===== config.mk =====
export PLATFORM = sky130hd
export DESIGN_NAME = alu_ctrl_seq
export DESIGN_NICKNAME = d
export VERILOG_FILES = /design/src/rtl/alu_ctrl_seq.sv
export SDC_FILE = /design/constraint.sdc
export NUM_CORES = 1
export LEC_CHECK = 0
export CAP_MARGIN = 10
export CORE_MARGIN = 2
export CORE_UTILIZATION = 35
export CTS_CLUSTER_SIZE = 16
export DETAILED_ROUTE_END_ITERATION = 7
export SYNTH_ARGS = -nofsm -noshare
export SYNTH_HDL_FRONTEND = slang
export SYNTH_SLANG_ARGS = --single-unit

===== constraint.sdc =====
create_clock -name clk -period 1.6 [get_ports clk]
set_input_delay 0.16 -clock clk [delete_from_list [all_inputs] [get_ports clk]]
set_output_delay 0.16 -clock clk [all_outputs]
set_load 0.01 [all_outputs]

===== src/rtl/alu_ctrl_seq.sv =====
// alu_ctrl_seq: registered MIPS ALU control stage. Decodes opcode/funct into an
// ALU op code, sequences multi-cycle mult/div and counts illegal beats.
module alu_ctrl_seq #(
    parameter int OPW        = 6,
    parameter int FNW        = 6,
    parameter int ALUW       = 4,
    parameter int MUL_CYCLES = 4,
    parameter int DIV_CYCLES = 8,
    parameter int CNTW       = 8
) (
    input  logic            clk,
    input  logic            rst_n,
    input  logic            in_valid,
    output logic            in_ready,
    input  logic [OPW-1:0]  opcode,
    input  logic [FNW-1:0]  funct,
    output logic            out_valid,
    input  logic            out_ready,
    output logic [ALUW-1:0] alu_op,
    output logic            illegal,
    output logic            hilo_we,
    output logic            mdu_start,
    output logic            busy,
    output logic [CNTW-1:0] illegal_count
);

    // Handshake: a transfer happens on a rising edge where valid && ready.
    // out_valid never depends on out_ready; in_ready may depend on out_ready.
    localparam int MAXC = (MUL_CYCLES > DIV_CYCLES) ? MUL_CYCLES : DIV_CYCLES;
    localparam int CW   = $clog2(MAXC);

    typedef enum logic [1:0] {
        IDLE = 2'd0,
        HOLD = 2'd1,
        MDU  = 2'd2
    } state_t;

    state_t          state_q, state_d;
    logic [ALUW-1:0] alu_op_q, alu_op_d;
    logic            illegal_q, illegal_d;
    logic            hilo_we_q, hilo_we_d;
    logic            mdu_start_q, mdu_start_d;
    logic [CW-1:0]   cnt_q, cnt_d;
    logic [3:0]      mdu_op_q, mdu_op_d;
    logic [CNTW-1:0] illegal_count_q, illegal_count_d;

    logic [5:0] op6;
    logic [5:0] fn6;
    logic       op_hi_zero;
    logic       fn_hi_zero;
    logic [3:0] dec_code;
    logic       dec_illegal;
    logic       dec_mdu;
    logic       dec_div;
    logic       accept;
    logic       consume;

    assign op6        = opcode[5:0];
    assign fn6        = funct[5:0];
    assign op_hi_zero = ((opcode >> 6) == '0);
    assign fn_hi_zero = ((funct >> 6) == '0);

    // Undecodable encodings fall through with code 0010 and the illegal flag set.
    always_comb begin
        dec_code    = 4'b0010;
        dec_illegal = 1'b1;
        dec_mdu     = 1'b0;
        dec_div     = 1'b0;
        if (op_hi_zero) begin
            case (op6)
                6'b000000: begin
                    if (fn_hi_zero) begin
                        dec_illegal = 1'b0;
                        case (fn6)
                            6'b100000: dec_code = 4'b0010;
                            6'b100010: dec_code = 4'b1101;
                            6'b000000: dec_code = 4'b0100;
                            6'b100100: dec_code = 4'b0000;
                            6'b100101: dec_code = 4'b1110;
                            6'b100111: dec_code = 4'b1100;
                            6'b101010: dec_code = 4'b0111;
                            6'b001000: dec_code = 4'b1111;
                            6'b011000: begin
                                dec_code = 4'b0101;
                                dec_mdu  = 1'b1;
                            end
                            6'b011010: begin
                                dec_code = 4'b0110;
                                dec_mdu  = 1'b1;
                                dec_div  = 1'b1;
                            end
                            default: dec_illegal = 1'b1;
                        endcase
                    end
                end
                6'b100011: begin dec_code = 4'b1000; dec_illegal = 1'b0; end
                6'b101011: begin dec_code = 4'b1001; dec_illegal = 1'b0; end
                6'b001000: begin dec_code = 4'b0011; dec_illegal = 1'b0; end
                6'b001100: begin dec_code = 4'b0001; dec_illegal = 1'b0; end
                6'b000100: begin dec_code = 4'b1010; dec_illegal = 1'b0; end
                6'b000011: begin dec_code = 4'b1011; dec_illegal = 1'b0; end
                default:   dec_illegal = 1'b1;
            endcase
        end
    end

    assign in_ready  = rst_n && ((state_q == IDLE) || ((state_q == HOLD) && out_ready));
    assign accept    = in_valid && in_ready;
    assign consume   = (state_q == HOLD) && out_ready;
    assign out_valid = (state_q == HOLD);
    assign busy      = (state_q == MDU);
    assign alu_op    = alu_op_q;
    assign illegal   = illegal_q;
    assign hilo_we   = hilo_we_q;
    assign mdu_start = mdu_start_q;
    assign illegal_count = illegal_count_q;

    always_comb begin
        state_d         = state_q;
        alu_op_d        = alu_op_q;
        illegal_d       = illegal_q;
        hilo_we_d       = hilo_we_q;
        mdu_start_d     = 1'b0;
        cnt_d           = cnt_q;
        mdu_op_d        = mdu_op_q;
        illegal_count_d = illegal_count_q;

        if (consume && illegal_q && (illegal_count_q != '1)) begin
            illegal_count_d = illegal_count_q + CNTW'(1);
        end

        case (state_q)
            IDLE: ;
            HOLD: begin
                if (out_ready) begin
                    state_d   = IDLE;
                    hilo_we_d = 1'b0;
                end
            end
            MDU: begin
                cnt_d = cnt_q - CW'(1);
                if (cnt_q == CW'(1)) begin
                    state_d   = HOLD;
                    alu_op_d  = ALUW'(mdu_op_q);
                    illegal_d = 1'b0;
                    hilo_we_d = 1'b1;
                end
            end
            default: state_d = IDLE;
        endcase

        // Accept is only possible from IDLE or a consuming HOLD, so it overrides.
        if (accept) begin
            hilo_we_d = 1'b0;
            if (dec_mdu) begin
                state_d     = MDU;
                mdu_start_d = 1'b1;
                mdu_op_d    = dec_code;
                cnt_d       = dec_div ? CW'(DIV_CYCLES - 1) : CW'(MUL_CYCLES - 1);
            end else begin
                state_d   = HOLD;
                alu_op_d  = ALUW'(dec_code);
                illegal_d = dec_illegal;
            end
        end
    end

    always_ff @(posedge clk) begin
        if (!rst_n) begin
            state_q         <= IDLE;
            alu_op_q        <= '0;
            illegal_q       <= 1'b0;
            hilo_we_q       <= 1'b0;
            mdu_start_q     <= 1'b0;
            cnt_q           <= '0;
            mdu_op_q        <= '0;
            illegal_count_q <= '0;
        end else begin
            state_q         <= state_d;
            alu_op_q        <= alu_op_d;
            illegal_q       <= illegal_d;
            hilo_we_q       <= hilo_we_d;
            mdu_start_q     <= mdu_start_d;
            cnt_q           <= cnt_d;
            mdu_op_q        <= mdu_op_d;
            illegal_count_q <= illegal_count_d;
        end
    end

endmodule


==> impl_results.md <==
* Die Wd at roughly 67 um
* HPWL Detailed at a little under 3000 um
* Cts bufs inserted at 3
* Total congestion overflow at 0
* Period utilization at 0.982
* Core area at around 3700 um^2
* Synth top area share at 0.351
* Largest net degree at the start of global routing at 18
* Final nets at between 200 and 300
* PwrDens at 613 nW/um^2
* Via count at 1,473
* Total wire length at 3800 um
* Crit-path max FO at 4
* Storage cell area at roughly 480 um^2
* Sequential area share after synthesis at 0.351
* Hold_sp: opcode[5]
* Warnings from Yosys at 0
* R2R setup slack at ~29 ps
* Share of layout cells above drive strength 1 at 0.348
* Critical path arrival at between 1500 and 2000 ps
* Drt wl/cell at 12.9 um
* Biggest area consumer among synthesized cells: dfxtp_1
* WS Path Type: reg -> reg
* Hold Crit Endpoint: alu_op[0]
* R2R depth at 8
* Die height at approximately 67 um
* Worst slew pin tran at ~340 ps
* CTS tree: built
* Clock Skew at 4.05 ps
* Critical path required time at between 1500 and 2000 ps
* First-pass GRT wire length at between 6000 and 7000 um
* Most frequent cells in the layout: 45 x buf_4, 28 x nor2_1, 26 x clkdlybuf4s50_1
* Post-synth EDFFs at 0
* Mapped Nets at ~190
* Main synth FF type: dfxtp_1
* # rows at 22
* Synth Instances at 167
* Vias/cell at between 4 and 5
* Worst r2r src: state_q[0]
* # fillers at approximately 340
* Final setup viols at 0
* Area contributors post-synth: dfxtp_1 35%, nor2_1 8.0%, xor2_1 6.4%
* Status: finished, final reports clean
* Worst vdd ir at between 0.3 and 0.4 mV
* DIE AREA at roughly 4400 um^2
* Final Max Slew Viols at 0
* Post-synth ARST share at 0
* Multi-input gate area at just under 1000 um^2
* Crit. End Element: flip-flop
* Hold WS at 443 ps
* Final min period at 1570 ps
* Clk slew on worst S/H paths at about 80 ps
* # IOs at 34
* Drt pass-1 iters at 4
* Synthesized flop and latch total at 24
* Commonest non-fill, non-tap cell in the layout: buf_4
* Clock Latency Late Sink at 260 ps
* DRC viols at 0
* Max_cap viols at 0
* # clock sinks at 24
* Vias in the first global route at approximately 1.5k
* Worst-case clock buffer depth at 2
* Initial DRC Count at 39
* Fmax at 0.636 GHz
* ANT nets after route at 0
* Post-synth cell types at 41
* Critical Path Start Type: flip-flop
* Routability cong. at 0.757
* WHS Path Cells at 7
* Pleak at ~0.96 nW
* Cell area after synthesis at 1370 um^2
* Cts hold-fix bufs at 0
* Initial antenna violation count at 0
* Layout area overhead at 68.2%
* Reg-to-reg endpoint: alu_op[3]
* H-tree levels at 1
* Initial core utilization at 0.368
* Fin area at approximately 2300 um^2
* Antenna Diode Count at 0
* RSZ-0062 raised after global routing: true
* Port Buffer Count at 33
* GRT Util Overall at 0.185
* Slew headroom at 0.772
* Root cell of the clock tree: clkbuf_8
* Mean Syn Cell Area at approximately 8 um^2
* Hold Crit Class: in -> reg
* Post-Place Cell Area at between 2000 and 2500 um^2
* Final Hold Vio Count at 0
worst max-delay path by stage:
stage,to,start,slack [ps],cells past startpoint
finish,alu_op[3],state_q[0],30,8
global route,alu_op[3],state_q[0],-60,8
CTS,state_q[0],state_q[0],-40,7
detailed placement,mdu_op_q[1],opcode[0],-340,8
global placement,mdu_op_q[1],opcode[0],-260,8
floorplan,illegal,state_q[1],-20,7
timing repair:
item,in CTS,in global routing
pin swaps,0,6
buffers inserted,2,1
resized for setup,15,33
setup endpoints to repair,16,21
endpoints found under the hold margin,0,0
critical path: stages, from the launching register on:
cell and delay [ps]:
dfxtp_2 330, buf_4 130, ha_4 160, a21oi_4 190, or2_4 190, a21oi_4 50
buf_4 150, nand3b_1 160, o311a_1 110
per-stage QoR:
| step | setup slack (ps) | total power [W] | TNS (ps) | std cells | util |
|---|---|---|---|---|---|
| finish | 28.7 | 0.00141 | 0 | 295 | 0.620 |
| global route | -61.0 | 0.00148 | -209 | 295 | 0.620 |
| CTS | -43.1 | 0.00138 | -88.6 | 294 | 0.592 |
| detailed placement | -339 | 0.000957 | -4190 | 288 | 0.563 |
| global placement | -263 | 0.000950 | -3160 | 288 | 0.563 |
| floorplan | -15.2 | 0.000757 | -15.2 | 167 | - |
cells by family (layout without fill, tap and decap cells):
group,count (synthesis),in the layout,synth area share
buffers and inverters,11,91,0.0329
XOR/XNOR,11,11,0.0704
flip-flops,24,24,0.351
AND/OR/NAND/NOR,78,78,0.293
adder cells (fa/ha/maj),6,6,0.0548
multiplexers,5,5,0.0393
AO/OA/AOI/OAI,32,32,0.158
power by group:
group	total, W	internal, W	switching (W)
sequential	0.000627	0.000613	0.0000141
combinational	0.000379	0.000210	0.000168
clock	0.000406	0.000220	0.000187
total	0.00141	0.00104	0.000369
layout make-up:
cell class,instances,area share
multi-input combinational,132,0.427
timing repair buffer,80,0.300
sequential,24,0.210
tap,48,0.0261
clock buffer,4,0.0239
inverter,7,0.0125
state kept, by name, summed over array words and instances (netlist names):
register and cells:
illegal_count 8, alu_op 4, mdu_op_q 4, cnt_q 3, state_q 2, hilo_we 1, illegal 1, mdu_start 1
metal layers:
layer	up-vias	wire length, um	track usage
met3	4	98	0.0203
met5	-	0	0
met1	695	1740	0.215
met4	0	38	0.0689
met2	26	1920	0.344
li1	748	-	-
Yosys cell counts (2+ instances only):
master,instances
inv_1,6
nor3_1,3
dfxtp_1,24
ha_1,6
nand2_1,15
nor2_1,29
nand4_1,5
or2_2,2
xor2_1,10
mux2_2,3
clkbuf_1,3
mux2i_1,2
nand2b_1,4
a31oi_1,2
nand3_1,6
a211oi_1,2
a21oi_1,7
nor2b_1,5
o21ai_0,9
and3_1,3
Note: power is estimated with default switching activity, not from simulation.
==> edit 1 (config.mk and constraints unchanged) <==
Reset style: asynchronous (`rst_n`), changed in one clocked block.
--- a/src/rtl/alu_ctrl_seq.sv
+++ b/src/rtl/alu_ctrl_seq.sv
@@ -166,5 +166,5 @@
     end
 
-    always_ff @(posedge clk) begin
+    always_ff @(posedge clk or negedge rst_n) begin
         if (!rst_n) begin
             state_q         <= IDLE;
Function: differs if rst_n is asserted again (counterexample within 4 cycles, from zero or initial values and one cycle with rst_n low); with rst_n held inactive, the same outputs for 10 cycles.
==> edit 1 against the original RTL <==
Cell area decreased by 1.3%; die area increased by 8.9%; worst setup slack improved by 0.012 ns; count of clock-buffer cells in the layout decreased by 1; sequential cell count unchanged; routed wire length increased by 0.24%; area after synthesis increased by 9.5%.
Power is not compared: it rests on default switching activity, and its combinational part moved more than twofold at a synthesized area within 25%.
==> edit 1: results (changes against the original RTL) <==
final WL=3804 um (+0.24%); post-synthesis mux area share=0.04341 (+0.004100); worst min path class=primary input to async pin; post-placement cell count=264 (-8.3%); DR WL met2=2035 um (+6.0%); final RePlAce weighted congestion=0.8111 (+7.2%); Fmax=641.4 MHz (+0.78%); Synth area leaders=dfrtp_1 (40%), ha_1 (5.0%), xnor2_1 (4.1%), o21ai_0 (3.3%), mux2_2 (3.0%); share of layout cells above drive strength 1=0.2740 (-0.07421); Mapped Cells=152 (-9.0%); max incr delay on CP=0.40 ns (+0.07 ns); terminus of the critical flop-to-flop path=alu_op[3]; met3 WL post-DR=161 um (+64%); Post-Place Setup Slack=-0.1361 ns (+0.2034 ns); DP HPWL=2988 um (+3.3%); post-synth net total=174 (-7.9%); M1 GR Usage=0.2015 (-0.01328); nets=242 (-10%); Synth area leader=dfrtp_1; Async SR Flop Fraction=1.000 (+1.000); Synth Area in Compound Gates=0.1628 (+0.004636); largest net degree at the start of global routing=16 (-2); Max Clock Skew=0.002971 ns (-0.001078 ns); beginning of the critical path=state_q[1]; Slew @ Worst Pin=0.3320 ns (-0.005706 ns); Global Route Usage Sum=0.1631 (-0.02170); status=finished, final reports clean; adder-cell share of the synthesized area=0.05008 (-0.004761); leakage power=0.9973 nW; register area share after synthesis=0.4007 (+0.04966); worst setup path end=alu_op[3]; R2R depth=5 (-3); library cells used by synthesis=47 (+15%); First-pass DRT Iterations=5 (+1); CP max stage cell=dfrtp_1; synth cell count leaders=dfrtp_1 (24), o21ai_0 (10), nand2_1 (9); met3 GRT Util=0.02762 (+0.007346); worst-path fanout max=6 (+2); first-pass GRT wire length=6513 um (+2.2%); worst hold slack=0.3182 ns (-0.1244 ns); area of placed instances=0.002126 mm^2 (+1.6%); routed vias=1,424 (-3.3%); Fillers=352 (+2.3%); WL met1=1588 um (-8.6%); Post-Synth XOR/XNOR Area=0.06427 (-0.006110); grt met2 use=0.2906 (-0.05315); Worst R2R Setup Slack=0.04 ns
edit 1: cell types whose count changed in the layout (fill, tap and decap cells not counted), moves of 5 or more:
cell	before	now
dfrtp_1	0	24
nor2_1	28	6
dfxtp_1	21	0
buf_4	45	32
xnor2_1	1	7
xor2_1	10	4
nand2_1	14	9
edit 1: what timing repair did:
action | CTS | global route
gates resized for setup | 8 | 15
pin swaps | 0 | 2
buffers inserted | 0 | 1
endpoints found under the setup margin | 9 | 11
edit 1: power groups by stage:
stage	sequential (mW)	combinational [mW]	clock, mW
after floorplan	0.848	0.377	0
final	0.784	1.10	0.530
after global placement	0.783	0.994	0
after detailed placement	0.789	1.01	0
after global routing	0.800	1.19	0.575
after CTS	0.779	1.01	0.549
edit 1: cell type report:
type	count	area, um^2	area share
Timing Repair Buffer	67	585.6	0.2577
Clock buffer	3	41.29	0.01817
Tap cell	50	62.56	0.02753
Clock inverter	1	30.03	0.01322
Multi-Input combinational cell	116	919.6	0.4047
Inverter	8	32.53	0.01432
Sequential cell	24	600.6	0.2643
==> edit 2 (same flow settings) <==
Without the edit above. Change the parameter `DIV_CYCLES` from 8 to 16.
--- a/src/rtl/alu_ctrl_seq.sv
+++ b/src/rtl/alu_ctrl_seq.sv
@@ -6,5 +6,5 @@
     parameter int ALUW       = 4,
     parameter int MUL_CYCLES = 4,
-    parameter int DIV_CYCLES = 8,
+    parameter int DIV_CYCLES = 16,
     parameter int CNTW       = 8
 ) (
Formal check against the unedited RTL: not equivalent (Yosys sat finds a counterexample within 10 cycles, from zero or initial values and one cycle with rst_n low).
==> edit 2 against the original RTL <==
The flow now finishes with violations (setup timing); via count is 3.3% higher; sequential power up 3.7%; sequential share of layout area grew 0.12 points; sequential cell count is 1 higher; cell area up 4.3%; worst hold slack better by 0.032 ns; routed wire length grew 3.1%; worst setup slack got worse by 0.092 ns; area after synthesis is 9.2% higher; total power is 3.2% lower; critical endpoint is now cnt_q[3].
==> edit 2: results (changes against the original RTL) <==
final WL=3912 um (+3.1%); Global Route Usage Sum=0.1645 (-0.02026); Arr. time, crit path=1.82 ns (+0.09 ns); nets=271 (+0.37%); Sequential Power Share=0.476 (+0.032); Combinational Power Share=0.248 (-0.020); worst-path fanout max=8 (+4); post-synth net total=190 (+0.53%); R2R depth=7 (-1); cts repair resizes=20 (+5); violated checks=setup timing; peak supply drop=0.2685 mV (-20%); worst min path class=flop to flop; Post-Synth XOR/XNOR Area=0.07029 (-0.00009103); final setup violation count=8 (+8); Post-Place Setup Slack=-0.3556 ns (-0.01617 ns); M1 GR Usage=0.2068 (-0.007957); WL met1=1767 um (+1.7%); post-synthesis mux area share=0.03598 (-0.003322); Switching Fraction=0.2646 (+0.003062); register area share after synthesis=0.3347 (-0.01628); Pint=1.005 mW (-3.6%); final RePlAce weighted congestion=0.7906 (+4.5%); reg2reg start=state_q[1]; Max Clock Skew=0.003284 ns (-0.0007647 ns); Initial DRC Count=47 (+21%); library cells used by synthesis=53 (+29%); Synth Area in Compound Gates=0.1967 (+0.03852); TNS Setup=-0.3664 ns (-0.3664 ns); worst hold slack=0.4748 ns (+0.03215 ns); status=finished with violations; vias in the first global route=1,471 (-4.1%); share of layout cells above drive strength 1=0.3911 (+0.04295); Final WS setup=-0.06287 ns (-0.09162 ns); Synth area leaders=dfxtp_1 (33%), ha_1 (5.0%), nor2_1 (4.8%), a21oi_1 (4.4%), xor2_1 (4.1%); mean post-synth cell area=8.900 um^2 (+8.6%); hold path depth=2 (-5); first-pass GRT wire length=6624 um (+3.9%); WHS Endpoint=mdu_op_q[1]
[edit 2: changes by cell type in the layout (fill, tap and decap cells not counted), sizes merged, moves of 3 or more]
| cell | before | now |
|---|---|---|
| dlymetal6s2s | 3 | 0 |
| o21ai | 9 | 13 |
| xnor2 | 1 | 5 |
| nor2 | 29 | 20 |
| clkdlybuf4s50 | 26 | 30 |
| xor2 | 10 | 7 |
| a21oi | 8 | 15 |
| nand2 | 15 | 10 |
[edit 2: critical path, stage by stage (launching register included)]
cell and delay [ns]:
dfxtp_4 0.37, inv_4 0.07, ha_4 0.13, a21oi_2 0.06
or2_1 0.26, or3_4 0.46, o21ai_4 0.15, a21oi_1 0.05
[edit 2: cell type report]
class,instances,area [um^2],share of cell area
inverter,8,47.55,0.01980
sequential,25,508.0,0.2116
clock buffer,4,45.04,0.01876
timing repair buffer,82,698.2,0.2908
multi-input combinational,129,1040,0.4330
tap,50,62.56,0.02606
